$ cat config.mk
export PLATFORM = sky130hd
export DESIGN_NAME = uart_tx_param
export DESIGN_NICKNAME = d
export VERILOG_FILES = /design/src/rtl/uart_tx_param.sv
export SDC_FILE = /design/constraint.sdc
export NUM_CORES = 1
export LEC_CHECK = 0
export ABC_CLOCK_PERIOD_IN_PS = 7000
export CAP_MARGIN = 20
export CORE_ASPECT_RATIO = 1.1
export CORE_MARGIN = 2
export CORE_UTILIZATION = 40
export CTS_CLUSTER_SIZE = 8
export DETAILED_ROUTE_END_ITERATION = 6
export PLACE_DENSITY = 0.57
export SLEW_MARGIN = 0
export SYNTH_ARGS = -nofsm -noshare
export SYNTH_HDL_FRONTEND = slang
export SYNTH_SLANG_ARGS = --single-unit
$ cat constraint.sdc
create_clock -name clk -period 7 [get_ports clk]
set_clock_uncertainty 0.1 [all_clocks]
set_input_delay 1.75 -clock clk [delete_from_list [all_inputs] [get_ports clk]]
set_output_delay 1.75 -clock clk [all_outputs]
set_load 0.03 [all_outputs]
$ cat src/rtl/uart_tx_param.sv
// UART transmitter with a FIFO in front of it. Frame settings are latched per frame at START.
// Start bit appears two edges after a write into an empty idle FIFO; tx_ready deasserts when full.
module uart_tx_param #(
  parameter int CLK_FREQ   = 100_000_000,
  parameter int BAUD_RATE  = 9600,
  parameter int DATA_BITS  = 8,
  parameter int FIFO_DEPTH = 16
) (
  input  logic                          clk,
  input  logic                          rst,
  input  logic [DATA_BITS-1:0]          tx_data,
  input  logic                          tx_valid,
  output logic                          tx_ready,
  input  logic [1:0]                    parity_mode,
  input  logic                          stop2,
  output logic                          uart_tx_pin,
  output logic                          tx_busy,
  output logic                          tx_done,
  output logic [$clog2(FIFO_DEPTH):0]   fifo_count
);
  localparam int BIT_CLKS = CLK_FREQ / BAUD_RATE;
  localparam int CW = (BIT_CLKS > 1) ? $clog2(BIT_CLKS) : 1;
  localparam int AW = $clog2(FIFO_DEPTH);
  localparam int BW = $clog2(DATA_BITS);
  localparam logic [AW:0] FULL_CNT = (AW+1)'(FIFO_DEPTH);

  typedef enum logic [2:0] {IDLE, START, DATA, PARITY, STOP} state_t;

  logic [DATA_BITS-1:0] mem_q [FIFO_DEPTH];
  logic [AW-1:0]        wr_ptr_q, rd_ptr_q;
  logic [AW:0]          count_q, count_d;
  logic                 ready_q, avail_q;
  logic                 push, pop;
  logic [DATA_BITS-1:0] head;

  state_t               state_q, state_d;
  logic [CW-1:0]        cnt_q, cnt_d;
  logic [BW-1:0]        bit_q, bit_d;
  logic [DATA_BITS-1:0] sh_q, sh_d;
  logic                 par_q, par_d, par_en_q, par_en_d, stop2_q, stop2_d;
  logic                 stop_sec_q, stop_sec_d, pin_q, pin_d, done_q, done_d;
  logic                 bit_end, launch;

  assign push = tx_valid && ready_q;
  assign head = mem_q[rd_ptr_q];

  always_comb begin
    count_d = count_q;
    if (push && !pop)      count_d = count_q + (AW+1)'(1);
    else if (!push && pop) count_d = count_q - (AW+1)'(1);
  end

  always_ff @(posedge clk) begin
    if (push) mem_q[wr_ptr_q] <= tx_data;
  end

  // avail_q delays the idle launch by one clock so the start bit lands at write edge + 2.
  always_ff @(posedge clk) begin
    if (rst) begin
      wr_ptr_q <= '0;
      rd_ptr_q <= '0;
      count_q  <= '0;
      ready_q  <= 1'b1;
      avail_q  <= 1'b0;
    end else begin
      if (push) wr_ptr_q <= wr_ptr_q + AW'(1);
      if (pop)  rd_ptr_q <= rd_ptr_q + AW'(1);
      count_q <= count_d;
      ready_q <= (count_d != FULL_CNT);
      avail_q <= (count_q != '0);
    end
  end

  assign bit_end = (cnt_q == CW'(BIT_CLKS-1));

  always_comb begin
    state_d    = state_q;
    cnt_d      = bit_end ? '0 : cnt_q + CW'(1);
    bit_d      = bit_q;
    sh_d       = sh_q;
    par_d      = par_q;
    par_en_d   = par_en_q;
    stop2_d    = stop2_q;
    stop_sec_d = stop_sec_q;
    pin_d      = pin_q;
    done_d     = 1'b0;
    launch     = 1'b0;
    case (state_q)
      IDLE: begin
        cnt_d = '0;
        pin_d = 1'b1;
        if (avail_q && count_q != '0) launch = 1'b1;
      end
      START: if (bit_end) begin
        state_d = DATA;
        bit_d   = '0;
        pin_d   = sh_q[0];
      end
      DATA: if (bit_end) begin
        if (bit_q == BW'(DATA_BITS-1)) begin
          state_d    = par_en_q ? PARITY : STOP;
          pin_d      = par_en_q ? par_q : 1'b1;
          stop_sec_d = 1'b0;
        end else begin
          bit_d = bit_q + BW'(1);
          sh_d  = sh_q >> 1;
          pin_d = sh_q[1];
        end
      end
      PARITY: if (bit_end) begin
        state_d    = STOP;
        pin_d      = 1'b1;
        stop_sec_d = 1'b0;
      end
      STOP: if (bit_end) begin
        if (stop2_q && !stop_sec_q) begin
          stop_sec_d = 1'b1;
        end else begin
          done_d = 1'b1;
          if (count_q != '0) launch = 1'b1;
          else begin
            state_d = IDLE;
            pin_d   = 1'b1;
          end
        end
      end
      default: state_d = IDLE;
    endcase
    if (launch) begin
      state_d  = START;
      cnt_d    = '0;
      pin_d    = 1'b0;
      sh_d     = head;
      par_d    = (^head) ^ (parity_mode == 2'b10);
      par_en_d = parity_mode[0] ^ parity_mode[1];
      stop2_d  = stop2;
    end
  end

  assign pop = launch;

  always_ff @(posedge clk) begin
    if (rst) begin
      state_q    <= IDLE;
      cnt_q      <= '0;
      bit_q      <= '0;
      sh_q       <= '0;
      par_q      <= 1'b0;
      par_en_q   <= 1'b0;
      stop2_q    <= 1'b0;
      stop_sec_q <= 1'b0;
      pin_q      <= 1'b1;
      done_q     <= 1'b0;
    end else begin
      state_q    <= state_d;
      cnt_q      <= cnt_d;
      bit_q      <= bit_d;
      sh_q       <= sh_d;
      par_q      <= par_d;
      par_en_q   <= par_en_d;
      stop2_q    <= stop2_d;
      stop_sec_q <= stop_sec_d;
      pin_q      <= pin_d;
      done_q     <= done_d;
    end
  end

  assign uart_tx_pin = pin_q;
  assign tx_busy     = (state_q != IDLE);
  assign tx_done     = done_q;
  assign tx_ready    = ready_q;
  assign fifo_count  = count_q;
endmodule

==> results of run 1 <==
[logic make-up (layout without fill, tap and decap cells)]
kind of cell	Yosys count	count (layout)	synth area share [%]
muxes	44	44	10.7
AOI/OAI and AO/OA	70	70	6.54
xor gates and xnor gates	26	26	3.34
and+or+nand+nor	163	163	10.5
adders and majority gates	12	12	1.97
buffers and inverters	36	72	2.77
DFF	181	181	64.2
[flip-flops by register name, indices dropped and copies added, names as in the netlist, named ones only]
signal / flops
mem_q: 128
cnt_q: 14
sh_q: 8
fifo_count: 5
rd_ptr_q: 4
wr_ptr_q: 4
bit_q: 3
state_q: 3
avail_q: 1
par_en_q: 1
par_q: 1
stop2_q: 1
stop_sec_q: 1
tx_done: 1
tx_ready: 1
uart_tx_pin: 1
[final cells by class]
type                            count  area (um^2)
Clock buffer                       17          425
Clock inverter                     15          186
Fill cell                        1658        10200
Inverter                           11         41.3
Multi-Input combinational cell    315         2520
Sequential cell                   181         4910
Tap cell                          247          309
Timing Repair Buffer               29          270
[synthesized netlist by cell type, types with 3 or more instances]
cell / n / share of area [%]
buf_2: 4 / 0.26
mux2i_1: 17 / 2.2
nor4b_1: 3 / 0.34
mux4_1: 11 / 3.8
mux4_2: 16 / 4.7
o21ai_0: 4 / 0.26
xor2_1: 14 / 1.6
inv_1: 11 / 0.54
a221oi_1: 8 / 0.92
clkbuf_1: 11 / 0.54
ha_1: 12 / 2.0
a211oi_1: 5 / 0.49
nor2b_1: 4 / 0.33
nor2_1: 66 / 3.2
xnor2_1: 10 / 1.1
a21oi_1: 22 / 1.4
dfxtp_1: 53 / 14
and3_1: 3 / 0.25
edfxtp_1: 128 / 50
nand3_1: 13 / 0.85
nor3_1: 9 / 0.59
nand2b_1: 8 / 0.66
a22oi_1: 9 / 0.88
nand2_1: 31 / 1.5
buf_6: 4 / 0.59
nand4_1: 9 / 0.74
o21ai_1: 3 / 0.20
[worst max-delay path, delay by kind of cell, from the launching register on]
family	cells	cell delay [ps]
buffers and inverters	1	670
DFF	1	680
and+or+nand+nor	1	210
[power by group through the flow]
stage               clock (mW)  sequential [mW]  combinational, mW
global placement             0             1.28              0.499
finish                   0.963             1.26              0.503
floorplan                    0             1.26              0.411
global route              1.03             1.27              0.547
detailed placement           0             1.28              0.503
CTS                      0.983             1.26              0.505
[path summary, 6_finish.rpt]
check | endpoint | slack, ps | cells past startpoint
min | sh_q[2] | 360 | 2
max reg2reg | par_q | 3360 | 7
min reg2reg | sh_q[2] | 360 | 2
max | tx_busy | 3170 | 2
[routing by layer]
layer,vias to the layer above,routed length (um)
met5,-,0
met4,0,148
met3,11,782
met2,117,7630
met1,2176,7060
li1,2069,-
[metrics by stage]
stage          hold slack, ps  power (mW)  util, %  area (um^2)  setup slack (ps)
5_1_grt                   385        2.84     45.8         8660              3090
2_1_floorplan             330        1.67        -         7640              3530
4_1_cts                   362        2.75     45.7         8630              3020
3_5_place_dp              352        1.78     42.4         8020              2580
6_report                  361        2.72     45.8         8660              3170
3_3_place_gp              345        1.78     42.4         8020              2690
[cells in the final DEF (no fill, tap or decap), types with 5 or more instances in the layout]
master / Yosys / layout
ha_1: 12 / 12
dfxtp_1: 53 / 52
xnor2_1: 10 / 10
clkdlybuf4s50_1: 0 / 22
inv_8: 0 / 5
xor2_1: 14 / 14
mux4_2: 16 / 16
nand2b_1: 8 / 8
mux2i_1: 17 / 17
inv_1: 11 / 11
clkbuf_16: 0 / 17
a211oi_1: 5 / 5
nor2_1: 66 / 66
a22oi_1: 9 / 9
nor3_1: 9 / 9
edfxtp_1: 128 / 128
nand4_1: 9 / 9
mux4_1: 11 / 11
nand2_1: 31 / 31
nand3_1: 13 / 13
a21oi_1: 22 / 22
a221oi_1: 8 / 8
==> flow_metrics.py, run 1 <==
metrics = {
    "final_layout": {
        "drive_gt1_share_pct": 12.1,
        "diodes": 0,
        "area_growth_pct": 13.4,
        "final_cells": 815,
        "fin_nets": 581,
    },
    "sta": {
        "max_slew_margin_pct": 34.8,
        "fmax_mhz": 261,
        "timing.final.crit_share_pct": 54.8,
        "rsz0062_at_grt": "false",
        "setup_viol": 0,
        "final-hold-violation-count": 0,
        "slew_viol_final": 0,
        "setup_tns_ps": 0,
        "finalCriticalPeriod_ps": 3830,
        "worstMarginPinSlew_ps": 964,
    },
    "clocking": {
        "cts_tree": "yes",
        "clk_pin_slew_ps": 70,
        "clock_latency_ps": 420,
        "cts_resized": 0,
        "cts_root_buf": "clkbuf_16",
        "post-cts-setup-buffers": 0,
        "cts.htree.levels": 4,
        "cts_buffer_depth": 2,
        "cts.sinks": 181,
        "cts_buffers": 17,
        "cts_hold_buf": 0,
    },
    "synthesis": {
        "synth_edf_count": 128,
        "synth_seq_cells": 181,
        "synth_ff_type": "edfxtp_1",
        "syn-num-nets": 558,
        "synth_sequential_area_ratio_pct": 64.2,
        "postSynthCellCount": 532,
        "syn_area_um2": 7640,
        "syn_area_per_cell_um2": 14.4,
        "synthArstFlopShare_pct": 0,
        "synth_warnings": 0,
        "yosysUniqueCellTypes": 63,
    },
    "floorplanning": {
        "row_count": 53,
        "die_area_um2": 20200,
        "die_h_um": 149,
        "core_um2": 18900,
        "start_util_pct": 40.4,
        "die_w_um": 136,
        "pin_count": 23,
    },
    "drt": {
        "wl_per_cell_um": 19.2,
        "vias": 4373,
        "drtIter0Drc": 476,
        "drt_first_pass_iters": 5,
        "drc": 0,
        "routed_wl_um": 15600,
        "vias_per_cell": 5.37,
        "antenna_left": 0,
    },
    "pwr": {
        "clkPwrFrac_pct": 35.4,
        "p_sw_share_pct": 28.4,
        "powerDensity_nw_per_um2": 314,
        "p_switching_uw": 774,
        "p_leak_nw": 2.77,
        "worst_ir_drop_vdd_v": 0.000185,
        "p_comb_share_pct": 18.5,
        "p_seq_share_pct": 46.1,
        "intPower_mw": 1.95,
    },
    "setup_path": {
        "cp-startpoint": "state_q[2]",
        "crit_path_start_kind": "flop",
        "cpPeakStageDelay_ps": 680,
        "crit_arrival_ps": 1980,
        "cpMaxStageDelayCell": "dfxtp_1",
        "critical_path_class": "flop to output port",
        "crit_chain": "or3_1, clkdlybuf4s50_1",
        "critical_path_required_ps": 5150,
        "critPathMaxFanout": 15,
        "end_kind": "output port",
    },
    "place": {
        "dp_hpwl_um": 10600,
        "numPortBuffers": 22,
        "gp_congestion": 0.783,
        "dp.cells": 779,
    },
    "global_routing": {
        "antenna_found_initial": 0,
        "grt_overflow": 0,
        "grt_pass1_vias": 4318,
        "globalRouteMet2Util_pct": 26.3,
        "grt.total_usage_pct": 16.3,
        "met1_usage_pct": 22.2,
        "grt_pass1_wl_um": 24500,
        "grt_max_degree": 36,
        "met3_usage_pct": 3.94,
        "top_usage_layer": "met2",
    },
    "outcome": {
        "status": "complete, no violations",
    },
    "worst_hold_path": {
        "min_from": "sh_q[2]",
        "hp-class": "flop to flop",
    },
    "flow_run": {
        "drv_cap": 0,
    },
}
No activity file was read; power rests on OpenSTA's default activity.
==> run 2, diff against run 1 <==
Settings changed: ABC_CLOCK_PERIOD_IN_PS 7000 to 3300, PLACE_DENSITY 0.57 to 0.59.
Clock period 7 ns to 3.3 ns, I/O delays scaled along.
==> flow_metrics.py, run 2 (synthesis results as in run 1) <==
metrics = {
    "worst_hold_path": {
        "hp-class": "flop to flop",
        "min_from": "sh_q[6]",
    },
    "setup_path": {
        "rr_startpoint": "cnt_q[9]",
        "crit_chain": "or4b_4, or4_4, o22a_1, nor2_4, nor2_1, nand3_1, nor2_1",
        "r2r_cells": 7,
        "cpMaxStageDelayCell": "or4_4",
        "end_kind": "flop",
        "crit_path_start_kind": "flop",
        "critPathMaxFanout": 14,
        "reg2reg_slack_ps": 360,
        "cpPeakStageDelay_ps": 620,
        "critPathCapture": "cnt_q[8]",
        "critical_path_class": "flop to flop",
        "r2r_end": "cnt_q[8]",
        "crit_top_cell": "nor2_1",
        "crit_arrival_ps": 3120,
        "critical_path_required_ps": 3480,
        "cp-startpoint": "cnt_q[9]",
    },
    "sta": {
        "timing.final.crit_share_pct": 88.9,
        "rsz0062_at_grt": "false",
        "final-hold-violation-count": 0,
        "worstMarginPinSlew_ps": 615,
        "finalCriticalPeriod_ps": 2940,
        "slew_viol_final": 0,
        "max_slew_margin_pct": 58.9,
        "setup_viol": 0,
        "setup_tns_ps": 0,
        "fmax_mhz": 341,
    },
    "outcome": {
        "status": "complete, no violations",
    },
    "clocking": {
        "cts_hold_buf": 0,
        "cts_buffers": 17,
        "cts_buffer_depth": 2,
        "cts_root_buf": "clkbuf_16",
        "cts_resized": 0,
        "cts.sinks": 181,
        "cts.htree.levels": 4,
        "clock_latency_ps": 420,
        "cts_tree": "yes",
        "post-cts-setup-buffers": 0,
        "clk_pin_slew_ps": 70,
    },
    "global_routing": {
        "grt_pass1_vias": 4466,
        "grt_overflow": 0,
        "grt_max_degree": 35,
        "grt.total_usage_pct": 15.7,
        "antenna_found_initial": 0,
        "grt_pass1_wl_um": 24000,
    },
    "final_layout": {
        "final_cells": 837,
        "largest-register": "mem_q",
        "largest_reg_flops": 128,
        "diodes": 0,
        "drive_gt1_share_pct": 14.7,
        "fin_nets": 603,
        "area_growth_pct": 15.5,
        "final_common_cell": "edfxtp_1",
        "mostFrequentLayoutCells": "edfxtp_1, nor2_1, dfxtp_1",
        "reg_top3": "mem_q: 128 flops, cnt_q: 14 flops, sh_q: 8 flops",
    },
    "floorplanning": {
        "die_w_um": 136,
        "die_area_um2": 20200,
        "start_util_pct": 40.4,
        "core_um2": 18900,
        "pin_count": 23,
        "die_h_um": 149,
        "row_count": 53,
    },
    "drt": {
        "vias": 4455,
        "vias_per_cell": 5.32,
        "drt_first_pass_iters": 5,
        "routed_wl_um": 15100,
        "drc": 0,
        "drtIter0Drc": 319,
        "wl_per_cell_um": 18.0,
        "antenna_left": 0,
    },
    "flow_run": {
        "drv_cap": 0,
    },
    "place": {
        "numPortBuffers": 22,
        "dp.cells": 805,
        "dp_hpwl_um": 10400,
        "gp_congestion": 0.825,
    },
    "pwr": {
        "powerDensity_nw_per_um2": 660,
        "worst_ir_drop_vdd_v": 0.000505,
        "p_leak_nw": 2.89,
    },
}
## run 2: cell types whose count changed in the layout (fill, tap and decap cells not counted), moves of 2 or more
cell       before  now
buf_4           3   29
inv_6           1    5
clkinv_8        3    0
clkbuf_4        3    0
clkinv_4        4    2
bufinv_16       1    3
inv_8           5    1
clkbuf_1        0    3
## run 2: where the power goes
part	total, mW	switching, mW	internal, mW
sequential	2.63	0.0945	2.53
combinational	1.12	0.581	0.538
clock	2.08	0.866	1.21
total	5.82	1.54	4.28
## run 2: cell type report
cell class / instances / area, um^2
sequential: 181 / 4910
fill: 1648 / 10100
multi-input combinational: 315 / 2520
timing repair buffer: 51 / 438
tap: 247 / 309
clock buffer: 20 / 437
inverter: 11 / 41.3
clock inverter: 12 / 166
## run 2: worst max-delay path: cells and delay by family (launching register included)
kind | cells | cell delay (ps)
flops | 1 | 360
simple gates | 6 | 2060
compound gates | 1 | 270
## run 2: worst min path at each step
stage	end	slack, ps	cells past startpoint
floorplan	cnt_q[0]	330	1
global placement	sh_q[3]	350	2
detailed placement	sh_q[2]	360	2
CTS	sh_q[2]	370	2
global route	cnt_q[0]	390	1
finish	sh_q[6]	370	2
## run 2: through the flow
stage	hold slack [ps]	cell area [um^2]	utilization, %	setup slack, ps	total power, mW
2_1_floorplan	330	7640	-	628	3.55
3_3_place_gp	345	8220	43.5	443	3.78
3_5_place_dp	361	8220	43.5	344	3.80
4_1_cts	370	8820	46.7	327	5.88
5_1_grt	391	8820	46.7	215	6.09
6_report	372	8820	46.7	365	5.82
## run 2: layer usage
layer	GRT usage (%)	vias up	part of all wire [%]
met5	0	-	0
met4	4.48	0	0.72
met3	3.57	12	3.7
met2	25.6	88	49
met1	21.1	2247	46
li1	-	2108	-
